File: src/rtl/wptr_full_lvl.sv
// Write-side FIFO pointer: Gray write pointer, full/almost-full flags, occupancy level and
// sticky overflow. Define WPTR_FULL_RSYNC_EN to synchronise wrptr internally with two flops.
module wptr_full_lvl #(
  parameter int unsigned ADDRSIZE = 4
) (
  input  logic                wclk,
  input  logic                wrst,
  input  logic                winc,
  input  logic [ADDRSIZE:0]   wrptr,
  input  logic [ADDRSIZE:0]   afull_thresh,
  input  logic                wclr_ovf,
  output logic [ADDRSIZE-1:0] waddr,
  output logic [ADDRSIZE:0]   wptr,
  output logic                wfull,
  output logic                walmost_full,
  output logic [ADDRSIZE:0]   wlevel,
  output logic                woverflow
);

  logic [ADDRSIZE:0] wbin;
  logic [ADDRSIZE:0] wbnext;
  logic [ADDRSIZE:0] wgnext;
  logic [ADDRSIZE:0] rsync;
  logic [ADDRSIZE:0] rbin;
  logic [ADDRSIZE:0] lvl_next;
  logic [ADDRSIZE:0] full_pattern;
  logic              winc_ok;
  logic              wfull_next;
  logic              afull_next;

`ifdef WPTR_FULL_RSYNC_EN
  logic [ADDRSIZE:0] rsync_q1;
  logic [ADDRSIZE:0] rsync_q2;

  always_ff @(posedge wclk or posedge wrst) begin
    if (wrst) begin
      rsync_q1 <= '0;
      rsync_q2 <= '0;
    end else begin
      rsync_q1 <= wrptr;
      rsync_q2 <= rsync_q1;
    end
  end

  assign rsync = rsync_q2;
`else
  // Caller already delivers a pointer that is safe in the wclk domain.
  assign rsync = wrptr;
`endif

  // Gray to binary: each binary bit is the XOR of all Gray bits at or above it.
  always_comb begin
    rbin = '0;
    for (int i = 0; i <= ADDRSIZE; i++) begin
      rbin[i] = ^(rsync >> i);
    end
  end

  always_comb begin
    winc_ok      = winc & ~wfull;
    wbnext       = wbin + {{ADDRSIZE{1'b0}}, winc_ok};
    wgnext       = wbnext ^ (wbnext >> 1);
    lvl_next     = wbnext - rbin;
    // Full when the write pointer is exactly one lap ahead of the read pointer.
    full_pattern = {~rsync[ADDRSIZE:ADDRSIZE-1], rsync[ADDRSIZE-2:0]};
    wfull_next   = (wgnext == full_pattern);
    afull_next   = (lvl_next >= afull_thresh);
  end

  assign waddr = wbin[ADDRSIZE-1:0];

  always_ff @(posedge wclk or posedge wrst) begin
    if (wrst) begin
      wbin         <= '0;
      wptr         <= '0;
      wfull        <= 1'b0;
      walmost_full <= 1'b0;
      wlevel       <= '0;
    end else begin
      wbin         <= wbnext;
      wptr         <= wgnext;
      wfull        <= wfull_next;
      walmost_full <= afull_next;
      wlevel       <= lvl_next;
    end
  end

  // Set has priority over clear so a concurrent overflow is never lost.
  always_ff @(posedge wclk or posedge wrst) begin
    if (wrst) begin
      woverflow <= 1'b0;
    end else if (winc && wfull) begin
      woverflow <= 1'b1;
    end else if (wclr_ovf) begin
      woverflow <= 1'b0;
    end
  end

endmodule

File: config.mk
export PLATFORM = sky130hd
export DESIGN_NAME = wptr_full_lvl
export DESIGN_NICKNAME = d
export VERILOG_FILES = /design/src/rtl/wptr_full_lvl.sv
export SDC_FILE = /design/constraint.sdc
export NUM_CORES = 1
export LEC_CHECK = 0
export CORE_ASPECT_RATIO = 0.75
export CORE_UTILIZATION = 48
export CTS_BUF_LIST = sky130_fd_sc_hd__clkbuf_8 sky130_fd_sc_hd__clkbuf_16
export CTS_CLUSTER_SIZE = 24
export DETAILED_ROUTE_END_ITERATION = 6
export GPL_TIMING_DRIVEN = 0
export PLACE_DENSITY = 0.83
export SYNTH_ARGS = -nofsm -noshare
export SYNTH_HDL_FRONTEND = slang
export SYNTH_SLANG_ARGS = --single-unit
export TNS_END_PERCENT = 10
File: constraint.sdc
create_clock -name wclk -period 4.6 [get_ports wclk]
set_clock_uncertainty 0.15 [all_clocks]
set_input_delay 1.15 -clock wclk [delete_from_list [all_inputs] [get_ports wclk]]
set_output_delay 1.15 -clock wclk [all_outputs]
set_load 0.1 [all_outputs]
# Yosys cells after proc, flatten, opt, wreduce, memory -nomap -nowiden
# Index checks and enable logic that the tools add are counted.
# totals
output_inout_bits,17
inputBits,14
elab_cells,23
ff_bits,18
# classes
bitwise,4
eq_ne,1
add_sub_neg,2
n_mux,2
n_reduce_logical,7
magnitude_cmp,1
# op_table
op,n
parity 5 bit,5
adder 5 x 1 -> 5 bit,1
== test 5 bit,1
greater-or-equal comparator 5 bit,1
subtractor 5 bit,1
bitwise XOR 5 x 4 -> 5 bit,1
2-to-1 mux 1 bit,2
NOT 2 bit,1
nonzero test 2 bit,1
bitwise AND 1 bit,1
logical AND 1 bit,1
NOT 1 bit,1

# Depth between registers and ports, before layout
# Gate-level depths: netlist of the first run.
# logic_depth
ltp_word,5
ltp_mapped,12
ltp_nobuf,12

# Worst setup path before layout of the first run
# Ideal clock, no wire load.
# synth_path
path_kind,input to register
start,in wrptr[4]
end,reg walmost_full
required_ns,4.332
setup_ns,0.118
path_slack_ns,0.728
cell_stages,12
n_path_buf,0
arrival_time_ns,3.604
cell_sequence,xnor2_1 > xor2_1 > xor2_1 > xnor2_1 > ha_1 > fa_1 > inv_1 > ha_1 > a21o_1 > a21o_1 > a21o_1 > a21o_1
# synth_via
elab_chain_cells,3
elab_cells_between_ends,7
classes_between,1 x add/sub; 1 x order compare; 5 x reduce/logical
# synth_lines
element,line_no,source
from (decl),9,"input logic [ADDRSIZE:0] wrptr,"
parity 5 bit,55,rbin[i] = ^(rsync >> i);
subtractor 5 bit *,63,lvl_next = wbnext - rbin;
net lvl_next[1],25,logic [ADDRSIZE:0] lvl_next;
greater-or-equal comparator 5 bit *,67,afull_next = (lvl_next >= afull_thresh);
net afull_next,29,logic afull_next;
to (signal assigned),83,walmost_full <= afull_next;
to (decl),15,"output logic walmost_full,"
# The timed path passes the listed nets; every way through them passes the cells marked *.
# A chain may end at the register's enable or synchronous reset.

# Worst setup path in the final report of the first run
# Same ends and word-level chain as after synthesis.

==> flow_metrics.env, run 1 <==
export IMPL_grt_pass1_vias=638
export IMPL_setup_violations=0
export IMPL_critPathMaxFanout=3
export IMPL_synthTopCellsByArea="dfrtp_1 45%, ha_1 13%, xnor2_1 13%, xor2_1 6.5%, inv_1 5.1%"
export IMPL_layout_nets=141
export IMPL_synth_fa_ha_area_share_pct=15.3
export IMPL_cts_sinks=17
export IMPL_async_flop_share_pct=100
export IMPL_postRouteAntennaNets=0
export IMPL_slew_viol_final=0
export IMPL_wl_per_cell_um=12.0
export IMPL_critPathArrivalTime_ns=4.27
export IMPL_ys_seq_area_share_pct=44.9
export IMPL_drc=0
export IMPL_cts_clk_slew_worst_paths_ns=0.06
export IMPL_yosysWarnings=0
export IMPL_synth_top_family_by_area="XOR/XNOR gates"
export IMPL_worstSetupPathType="in -> reg"
export IMPL_synth_mux_area_share_pct=0
export IMPL_cp_start_kind="input pin"
export IMPL_fin_hold_ws_ns=0.369
export IMPL_avgSynthCellArea_sq_um=11.7
export IMPL_start_util_pct=53.0
export IMPL_netlist_area_sq_um=948
export IMPL_final_setup_worst_slack_ns=0.326
export IMPL_drv_cap=0
export IMPL_end_kind="flip-flop"
export IMPL_fmax_ghz=0.234
export IMPL_die_h_um=40.5
export IMPL_clk_latency_ns=0.25
export IMPL_syn_nets=106
export IMPL_cts_tree="done"
export IMPL_vias=671
export IMPL_fin_util_pct=73.8
export IMPL_ys_seq_elements=17
export IMPL_yosysMostFrequentCell="dfrtp_1"
export IMPL_htreeDepth=1
export IMPL_antenna_found_initial=0
export IMPL_netlist_area_leader_share_pct=44.9
export IMPL_yosys_area_share_simple_pct=6.46
export IMPL_area_growth_synth_to_final_pct=39.3
export IMPL_worst_pin_slew_ns=0.981
export IMPL_synth_main_ff_cell="dfrtp_1"
export IMPL_hold_viol=0
export IMPL_design_core_area_sq_um=1790
export IMPL_outcome="finished clean"
export IMPL_drt_wl_total_mm=1.64
export IMPL_diodes=0
export IMPL_crit_required_ns=4.60
export IMPL_post_place_ws_ns=0.0191
export IMPL_grt_start_max_net_pins=18
export IMPL_cts_setup_buffers=0
export IMPL_port_buffers=30
export IMPL_synth_common_cells="17 x dfrtp_1, 14 x xnor2_1, 13 x inv_1"
export IMPL_drt_iter0_drc=4
export IMPL_synth_edf_count=0
export IMPL_grt_pass1_wl_mm=2.70
export IMPL_yosysTopAreaCell="dfrtp_1"
export IMPL_firstDrtPassIters=2
export IMPL_fin_crit_sh_pct=92.9
export IMPL_rsz0062_at_grt="false"
export IMPL_cts_buffers=3
export IMPL_die_x_um=53.3
export IMPL_clock_root_buffer="clkbuf_8"
export IMPL_boundaryPins=31
export IMPL_cts_resized=0
export IMPL_grt_use_total_pct=18.5
export IMPL_vias_per_cell=4.90
export IMPL_cts_buffer_depth=2
export IMPL_place_detailed_hpwl_mm=1.30
export IMPL_grt_ovfl_total=0
export IMPL_routabilityCongestion=0.750
export IMPL_synth_xor_area_share_pct=21.1
export IMPL_finalSetupTns_ns=0
export IMPL_period_needed_ns=4.27
export IMPL_row_count=13
export IMPL_postSynthCellCount=81
export IMPL_synth_cell_types=18
export IMPL_die_area_sq_um=2160
export IMPL_synth_compound_area_share_pct=7.12
export IMPL_layout_drive_gt1_share_pct=5.22
export IMPL_maxSlewHeadroom_pct=34.4
export IMPL_cts_hold_buffers_added=0
export IMPL_hp_class="reg -> reg"
[kinds of logic (layout without fill, tap and decap cells)]
group	count (synthesis)	count (layout)
compound gates	8	8
xor+xnor	22	22
fa+ha+maj	11	11
buf+inv	13	47
flops	17	17
simple gates	10	10
[worst paths after layout]
check,startpoint,endpoint,slack (ns),depth (start not counted)
min in group asynchronous,wrst,wlevel[2]$_DFF_PP0_,1.15,2
setup reg to reg,wbin[0]$_DFF_PP0_,walmost_full$_DFF_PP0_,1.56,10
hold reg to reg,woverflow$_DFFE_PP0P_,woverflow$_DFFE_PP0P_,0.37,2
setup / recovery,wrptr[4],walmost_full$_DFF_PP0_,0.33,13
hold / removal,woverflow$_DFFE_PP0P_,woverflow$_DFFE_PP0P_,0.37,2
max in group asynchronous,wrst,wptr[2]$_DFF_PP0_,2.74,2
[sequential cells by signal (all words and copies together) (netlist names)]
register / count
wbin: 5
wlevel: 5
wptr: 4
walmost_full: 1
wfull: 1
woverflow: 1
[cell type report]
type | count | area (sq um)
flip-flops and latches | 17 | 425
clock inverters | 1 | 3.75
multi-input cells | 51 | 474
well taps | 22 | 27.5
fillers | 138 | 468
repair buffers | 30 | 300
inverters | 13 | 48.8
clock buffers | 3 | 41.3
[critical path: stages]
cell,delay (ns)
clkdlybuf4s50_1,0.45
xnor2_1,0.27
xor2_1,0.32
xor2_1,0.30
xnor2_1,0.10
ha_1,0.21
fa_1,0.48
inv_1,0.06
ha_1,0.26
a21o_1,0.15
a21o_1,0.17
a21o_1,0.17
a21o_1,0.16
[cells in the final DEF (no fill, tap or decap)]
cell	instances
a2111oi_2	1
a21o_1	4
a221oi_1	2
and3_2	1
and3b_1	1
clkbuf_8	3
clkdlybuf4s50_1	30
dfrtp_1	17
fa_1	1
ha_1	10
inv_1	14
nand2_1	1
nand2b_1	1
nand3_1	2
nor2b_1	3
o21ai_0	1
or3_1	1
xnor2_1	14
xor2_1	7
xor2_2	1
[through the flow]
stage / instance area, sq um / instances
after floorplan: 948 / 81
after global placement: 1280 / 133
after detailed placement: 1280 / 133
after CTS: 1320 / 137
after global routing: 1320 / 137
final: 1320 / 137
[layer usage]
| layer | up-vias | part of all wire, % | global-route usage, % |
|---|---|---|---|
| met5 | - | 0 | 0 |
| met4 | 0 | 0.97 | 5.92 |
| met3 | 4 | 6.5 | 6.06 |
| met2 | 22 | 49 | 32.8 |
| met1 | 317 | 44 | 21.3 |
| li1 | 328 | - | - |
Power of run 1 is not shown: default switching activity piles up to over one toggle a cycle in this logic, so the estimate is an artifact.
==> run 2, diff against run 1 <==
--- a/config.mk
+++ b/config.mk
@@ -10,8 +10,10 @@
 export CTS_BUF_LIST = sky130_fd_sc_hd__clkbuf_8 sky130_fd_sc_hd__clkbuf_16
 export CTS_CLUSTER_SIZE = 24
 export DETAILED_ROUTE_END_ITERATION = 6
+export GPL_ROUTABILITY_DRIVEN = 0
 export GPL_TIMING_DRIVEN = 0
 export PLACE_DENSITY = 0.83
+export SLEW_MARGIN = 20
 export SYNTH_ARGS = -nofsm -noshare
 export SYNTH_HDL_FRONTEND = slang
 export SYNTH_SLANG_ARGS = --single-unit
==> results of run 2 <==
Final layout, timing and power as in run 1 (identical DEF).
Power of run 2 is left out for the same reason.
